### src/rtl/crc_pkg.sv
// Shared types and helpers for the CRC stream engine: FSM state encoding,
// the legal BITS_PER_CLK set and a generic bit-reversal function.
package crc_pkg;

  typedef enum logic [1:0] {
    IDLE  = 2'd0,
    SHIFT = 2'd1,
    DONE  = 2'd2
  } crc_state_e;

  // Bit k set means BITS_PER_CLK == k is supported (1, 2, 4, 8).
  localparam logic [8:0] BPC_OK = 9'b1_0001_0110;

  // Reverse the low 'width' bits of value; bits above width come back zero.
  function automatic logic [31:0] reflect(input logic [31:0] value, input int width);
    logic [31:0] r;
    logic [4:0]  idx;
    r = '0;
    for (int i = 0; i < 32; i++) begin
      if (i < width) begin
        idx  = 5'(width - 1 - i);
        r[i] = value[idx];
      end
    end
    return r;
  endfunction

endpackage

### src/rtl/crc_lfsr_step.sv
// Combinational Galois-form CRC update folding N data bits into the register.
// data_in[N-1] is folded first; the caller presents bits in processing order.
module crc_lfsr_step
  import crc_pkg::*;
#(
  parameter int               CRC_W = 8,
  parameter logic [CRC_W-1:0] POLY  = 'h07,
  parameter int               N     = 1
) (
  input  logic [CRC_W-1:0] crc_in,
  input  logic [N-1:0]     data_in,
  output logic [CRC_W-1:0] crc_next
);

  logic [CRC_W-1:0] acc;

  // Unrolled bit-serial division: one shift/conditional-XOR per data bit.
  always_comb begin
    acc = crc_in;
    for (int i = N - 1; i >= 0; i--) begin
      if (acc[CRC_W-1] ^ data_in[i]) begin
        acc = {acc[CRC_W-2:0], 1'b0} ^ POLY;
      end else begin
        acc = {acc[CRC_W-2:0], 1'b0};
      end
    end
    crc_next = acc;
  end

endmodule

### src/rtl/crc_stream_engine.sv
// Byte-stream CRC generator/checker. Accepts one byte per handshake, folds it
// BITS_PER_CLK bits per cycle and reports the final CRC plus a residue match
// flag for one cycle at the end of each frame.
module crc_stream_engine
  import crc_pkg::*;
#(
  parameter int               CRC_W         = 8,
  parameter logic [CRC_W-1:0] POLY          = 'h07,
  parameter logic [CRC_W-1:0] INIT          = '0,
  parameter logic [CRC_W-1:0] XOR_OUT       = '0,
  parameter bit               REFLECT_IN    = 1'b0,
  parameter bit               REFLECT_OUT   = 1'b0,
  parameter int               BITS_PER_CLK  = 1,
  parameter logic [CRC_W-1:0] CHECK_RESIDUE = '0
) (
  input  logic             clk,
  input  logic             rst_n,
  input  logic             clr,
  input  logic [7:0]       in_data,
  input  logic             in_valid,
  input  logic             in_last,
  output logic             in_ready,
  output logic             busy,
  output logic [CRC_W-1:0] crc_out,
  output logic             crc_valid,
  output logic             crc_ok
);

  localparam int       BPC_IDX   = (BITS_PER_CLK >= 1 && BITS_PER_CLK <= 8) ? BITS_PER_CLK : 0;
  localparam bit       BPC_LEGAL = BPC_OK[BPC_IDX];
  localparam int       STEPS     = 8 / (BPC_LEGAL ? BITS_PER_CLK : 1);
  localparam logic [2:0] LAST_CNT = 3'(STEPS - 1);

  if (!BPC_LEGAL) begin : g_bpc_illegal
    $error("crc_stream_engine: BITS_PER_CLK must be 1, 2, 4 or 8");
  end
  if (CRC_W < 8 || CRC_W > 32) begin : g_width_illegal
    $error("crc_stream_engine: CRC_W must be in 8..32");
  end

  crc_state_e       state_q;
  logic [CRC_W-1:0] crc_q;
  logic [7:0]       sh_q;
  logic [2:0]       cnt_q;
  logic             last_q;
  logic [CRC_W-1:0] crc_out_q;
  logic             crc_valid_q;
  logic             crc_ok_q;

  logic [7:0]        byte_in_d;
  logic [CRC_W-1:0]  crc_step_d;
  logic [CRC_W-1:0]  refl_d;
  logic [CRC_W-1:0]  fin_d;
  logic [BITS_PER_CLK-1:0] step_bits;

  // The shift register always presents its MSBs first, so LSB-first input
  // order is achieved by reversing the byte once at the handshake.
  always_comb begin
    byte_in_d = in_data;
    if (REFLECT_IN) begin
      byte_in_d = 8'(reflect(32'(in_data), 8));
    end
  end

  assign step_bits = sh_q[7 -: BITS_PER_CLK];

  crc_lfsr_step #(
    .CRC_W (CRC_W),
    .POLY  (POLY),
    .N     (BITS_PER_CLK)
  ) u_step (
    .crc_in   (crc_q),
    .data_in  (step_bits),
    .crc_next (crc_step_d)
  );

  // Final value computed from the last fold so it can be registered on entry to DONE.
  always_comb begin
    refl_d = CRC_W'(reflect(32'(crc_step_d), CRC_W));
    fin_d  = (REFLECT_OUT ? refl_d : crc_step_d) ^ XOR_OUT;
  end

  assign in_ready  = (state_q == IDLE) && !clr;
  assign busy      = (state_q != IDLE);
  assign crc_out   = crc_out_q;
  assign crc_valid = crc_valid_q;
  assign crc_ok    = crc_ok_q;

  // Frame FSM: accept byte, fold it over STEPS cycles, pulse the result on the last byte.
  always_ff @(posedge clk) begin
    if (!rst_n) begin
      state_q     <= IDLE;
      crc_q       <= INIT;
      sh_q        <= '0;
      cnt_q       <= '0;
      last_q      <= 1'b0;
      crc_out_q   <= '0;
      crc_valid_q <= 1'b0;
      crc_ok_q    <= 1'b0;
    end else if (clr) begin
      state_q     <= IDLE;
      crc_q       <= INIT;
      crc_valid_q <= 1'b0;
    end else begin
      crc_valid_q <= 1'b0;
      case (state_q)
        IDLE: begin
          if (in_valid) begin
            sh_q    <= byte_in_d;
            last_q  <= in_last;
            cnt_q   <= '0;
            state_q <= SHIFT;
          end
        end
        SHIFT: begin
          crc_q <= crc_step_d;
          sh_q  <= sh_q << BITS_PER_CLK;
          cnt_q <= cnt_q + 3'd1;
          if (cnt_q == LAST_CNT) begin
            if (last_q) begin
              state_q     <= DONE;
              crc_out_q   <= fin_d;
              crc_ok_q    <= (fin_d == CHECK_RESIDUE);
              crc_valid_q <= 1'b1;
            end else begin
              state_q <= IDLE;
            end
          end
        end
        DONE: begin
          crc_q   <= INIT;
          state_q <= IDLE;
        end
        default: begin
          state_q <= IDLE;
        end
      endcase
    end
  end

endmodule

### config.mk
export PLATFORM = sky130hd
export DESIGN_NAME = crc_stream_engine
export DESIGN_NICKNAME = d
export VERILOG_FILES = /design/src/rtl/crc_pkg.sv /design/src/rtl/crc_lfsr_step.sv /design/src/rtl/crc_stream_engine.sv
export SDC_FILE = /design/constraint.sdc
export NUM_CORES = 1
export LEC_CHECK = 0
export ABC_AREA = 1
export CORE_ASPECT_RATIO = 1.25
export CORE_MARGIN = 2
export CORE_UTILIZATION = 30
export DETAILED_ROUTE_END_ITERATION = 10
export GPL_ROUTABILITY_DRIVEN = 0
export PLACE_DENSITY_LB_ADDON = 0.3
export SLEW_MARGIN = 20
export SYNTH_ARGS = -nofsm -noshare
export SYNTH_HDL_FRONTEND = slang
export SYNTH_SLANG_ARGS = --single-unit
export TNS_END_PERCENT = 100
### constraint.sdc
create_clock -name clk -period 3.89 [get_ports clk]
set_input_delay 0.389 -clock clk [delete_from_list [all_inputs] [get_ports clk]]
set_output_delay 0.389 -clock clk [all_outputs]
set_load 0.05 [all_outputs]
==> flow_summary.yaml, run 1 <==
route:
  drc: 0
  drt_iter0_drc: 55
  wirelength_um: 2890
  wire_per_inst_um: 9.91
  postRouteAntennaNets: 0
  via_per_inst: 4.41
  dr_total_vias: 1288
  drt_pass1_iterations: 4
setup_path:
  path_class: "flop to primary output"
  worstReg2RegEnd: "cnt_q[2]"
  setup.worst_path.start: "state_q[0]"
  end_kind: "primary output"
  cp-start-kind: "flop"
  r2r_cells: 6
  crit_path_end: "in_ready"
  crit_arrival_ns: 2.00
  crit_fanout: 4
  regToRegSetupSlack_ns: 1.98
  timing.rr.start: "state_q[1]"
  cp.required_ns: 3.50
sta:
  fin_tns_setup_ns: 0
  slew_violations: 0
  relSlewSlack_pct: 36.8
  skew_ns: 0.00166
  min_period_ns: 2.39
  hold_viol_final: 0
  worst_hold_slack_ns: 0.468
  fin_crit_sh_pct: 61.5
  setup_viol: 0
  worstMarginPinSlew_ns: 0.945
  timing.fmax_ghz: 0.418
  fin_ws_ns: 1.50
  rsz0062_at_grt: "false"
clock_network:
  cts_root_buf: "clkbuf_8"
  cts_hold_buf: 0
  cts_max_path_buffers: 2
  htree_num_levels: 2
  clock_latency_ns: 0.28
  cts-buffers-inserted: 5
  path_clk_slew_ns: 0.06
  cts_resized: 0
  cts_tree: "done"
  cts_num_sinks: 32
  postCtsSetupRepairBufs: 0
pwr:
  power_uw: 690
  pwr_density_cell_mw_per_mm2: 376
  power_leakage_nw: 0.794
  peakVddDrop_uv: 144
placement:
  post-dp-hpwl_um: 2070
  placed_cells: 284
  io_buffers: 24
  dpl_cell_area_sq_mm: 0.00174
  pre_cts_ws_ns: 1.68
global_routing:
  grt_overflow: 0
  grtUsageTotal_pct: 12.1
  grt_pass1_vias: 1177
  grt_max_degree: 23
  grt_pass1_wl_um: 5160
  grt_antenna_before_repair: 0
die:
  core_area_sq_mm: 0.00476
  dieArea_sq_mm: 0.00555
  initial_core_util_pct: 31.3
  ios: 25
  chipWidth_um: 67.0
  rows: 28
  fp.dieH_um: 82.8
final_layout:
  drive_above_1_share_pct: 7.33
  multi_input_area_sq_um: 687
  final_common_cell: "nand2_1"
  fin_area_sq_mm: 0.00183
  mostFrequentLayoutCells: "nand2_1, nor2_1, dfxtp_1"
  nFillCells: 549
  n_antenna_cell: 0
  area_growth_pct: 23.1
  final_cells: 292
  seq_area_sq_um: 641
  nets: 250
  final_util_pct: 38.5
logic_synthesis:
  synth.distinct_cells: 18
  synth_warnings: 0
  synth-seq-area-share_pct: 43.0
  netlist_instances: 206
  synth_area_sq_mm: 0.00149
  synth-seq-cells: 32
  syn_avg_cell_area_sq_um: 7.23
  synth.net_count: 225
min_path:
  hold_class: "flop to flop"
outcome:
  status: "completed"
flow_run:
  max_cap_violations: 0
## critical path, stage by stage (launching register included)
cell and delay, ns:
dfxtp_1 0.31, inv_1 0.10, ha_1 0.25, inv_1 0.08, nor2_1 0.16, clkdlybuf4s50_1 0.83
## power by group
part | switching (mW) | internal, mW
Clock | 0.116 | 0.144
Combinational | 0.0528 | 0.0341
Sequential | 0.00416 | 0.339
## how the worst min path moves through the flow
| stage | startpoint | endpoint | slack, ns | cells after the start |
|---|---|---|---|---|
| final | crc_q[0] | crc_q[0] | 0.47 | 2 |
| after global routing | crc_ok | crc_ok | 0.50 | 2 |
| after CTS | crc_q[0] | crc_q[0] | 0.47 | 2 |
| after detailed placement | crc_q[0] | crc_q[0] | 0.46 | 2 |
| after global placement | crc_q[0] | crc_q[0] | 0.46 | 2 |
| after floorplan | crc_q[0] | crc_q[0] | 0.45 | 2 |
## cells in the mapped netlist
cell type	instances	area [sq um]
dfxtp_1	32	641
a211oi_1	1	7.51
nand4_4	1	21.3
nor2_1	38	143
o21ai_0	16	80.1
nor2_4	1	11.3
inv_1	24	90.1
nand2_2	2	12.5
o21ai_2	4	35.0
nand3_1	5	25.0
buf_6	5	56.3
clkinv_1	1	3.75
inv_2	2	7.51
o211ai_2	1	12.5
nand2_1	53	199
buf_2	1	5.00
a21oi_1	13	65.1
ha_1	6	75.1
## logic make-up (layout without fill, tap and decap cells)
| group | count (synthesis) | in the layout | share of synthesized area, % |
|---|---|---|---|
| AOI/OAI and AO/OA | 35 | 35 | 13.4 |
| adders and majority gates | 6 | 6 | 5.04 |
| buffers and inverters | 33 | 59 | 10.9 |
| DFF | 32 | 32 | 43.0 |
| and+or+nand+nor | 100 | 100 | 27.6 |
## metal layers
metal  GRT usage [%]  part of all wire (%)  wire length [um]  vias to the layer above
met5               0                     0                 0                        -
met4            6.68                   2.6                75                        0
met3            3.79                   4.3               124                        6
met2            18.8                    47              1360                       18
met1            14.4                    46              1330                      576
li1                -                     -                 -                      688
## flip-flops by register name (all words and copies together), names as in the netlist
register   cells
crc_out        8
crc_q          8
sh_q           8
cnt_q          3
state_q        2
crc_ok         1
crc_valid      1
last_q         1
## area by class of cell
| cell class | count | share of cell area (%) |
|---|---|---|
| timing repair buffer | 24 | 13.1 |
| clock buffer | 8 | 4.91 |
| multi-input combinational | 141 | 37.4 |
| inverter | 27 | 5.53 |
| tap | 60 | 4.09 |
| sequential | 32 | 34.9 |
No activity file was read; power rests on OpenSTA's default activity.
==> run 2: changes to the inputs <==
==> constraint.sdc (replaced) <==
create_clock -name clk -period 2.1 [get_ports clk]
set_input_delay 0.21 -clock clk [delete_from_list [all_inputs] [get_ports clk]]
set_output_delay 0.21 -clock clk [all_outputs]
set_load 0.05 [all_outputs]
==> flow_summary.yaml, run 2 (synthesis results as in run 1) <==
outcome:
  status: "completed"
global_routing:
  grtUsageTotal_pct: 11.7
  grt_pass1_wl_um: 4950
  grt_antenna_before_repair: 0
  grt_overflow: 0
  grt_pass1_vias: 1189
  grt_max_degree: 23
route:
  wire_per_inst_um: 9.57
  drt_pass1_iterations: 4
  via_per_inst: 4.32
  wirelength_um: 2820
  dr_total_vias: 1274
  postRouteAntennaNets: 0
  drt_iter0_drc: 54
  drc: 0
final_layout:
  fin_area_sq_mm: 0.00187
  area_growth_pct: 25.4
  n_antenna_cell: 0
  nets: 253
  final_util_pct: 39.2
  mostFrequentLayoutCells: "nand2_1, nor2_1, dfxtp_1"
  final_common_cell: "nand2_1"
  final_cells: 295
  drive_above_1_share_pct: 9.79
sta:
  fin_crit_sh_pct: 87.3
  setup_viol: 0
  slew_violations: 0
  skew_ns: 0.00580
  fin_ws_ns: 0.266
  worst_hold_slack_ns: 0.467
  rsz0062_at_grt: "false"
  worstMarginPinSlew_ns: 0.904
  timing.fmax_ghz: 0.545
  relSlewSlack_pct: 39.6
  hold_viol_final: 0
  fin_tns_setup_ns: 0
  min_period_ns: 1.83
placement:
  dpl_cell_area_sq_mm: 0.00176
  io_buffers: 24
  post-dp-hpwl_um: 2010
  pre_cts_ws_ns: 0.279
  placed_cells: 287
pwr:
  peakVddDrop_uv: 310
  pwr_density_cell_mw_per_mm2: 735
  power_leakage_nw: 0.821
  power_mw: 1.37
setup_path:
  path_class: "flop to flop"
  cp.required_ns: 2.32
  cp-start-kind: "flop"
  crit_fanout: 22
  end_kind: "flop"
  crit_arrival_ns: 2.05
  regToRegSetupSlack_ns: 0.27
die:
  rows: 28
  initial_core_util_pct: 31.3
  fp.dieH_um: 82.8
  core_area_sq_mm: 0.00476
  chipWidth_um: 67.0
  dieArea_sq_mm: 0.00555
  ios: 25
clock_network:
  path_clk_slew_ns: 0.06
  cts_resized: 0
  clock_latency_ns: 0.28
  htree_num_levels: 2
  cts_tree: "done"
  cts-buffers-inserted: 5
  postCtsSetupRepairBufs: 0
  cts_hold_buf: 0
  cts_num_sinks: 32
  cts_root_buf: "clkbuf_8"
  cts_max_path_buffers: 2
min_path:
  hold_class: "flop to flop"
flow_run:
  max_cap_violations: 0
==> run 2: final cells by class <==
type	instances	area [sq um]
clock buffers	6	72.6
multi-input cells	141	687
flip-flops and latches	32	641
fillers	550	2900
repair buffers	27	258
inverters	27	101
clock inverters	2	35.0
well taps	60	75.1
==> run 2: metal layers <==
layer | vias to the layer above | GRT usage [%] | part of all wire [%]
met1 | 553 | 13.4 | 46
met4 | 0 | 6.12 | 2.8
met5 | - | 0 | 0
met2 | 18 | 18.5 | 46
li1 | 696 | - | -
met3 | 7 | 4.20 | 4.2
==> run 2: path summary, 6_finish.rpt <==
path | cells past startpoint | start | endpoint
setup reg to reg | 6 | state_q[1] | cnt_q[1]
hold / removal | 2 | crc_q[0] | crc_q[0]
setup / recovery | 6 | state_q[1] | cnt_q[1]
hold reg to reg | 2 | crc_q[0] | crc_q[0]
==> run 2: critical path, stage by stage (launching register included) <==
cell and delay [ns]:
dfxtp_1 0.35, inv_1 0.07, ha_1 0.24, o211ai_2 0.75, buf_4 0.24, o21ai_2 0.05, nor2_1 0.07
==> run 2: where the power goes <==
| part | internal [mW] | switching (mW) | total (mW) |
|---|---|---|---|
| Combinational | 0.0664 | 0.0979 | 0.164 |
| Clock | 0.352 | 0.223 | 0.574 |
| Sequential | 0.627 | 0.00763 | 0.635 |
| Total | 1.05 | 0.328 | 1.37 |
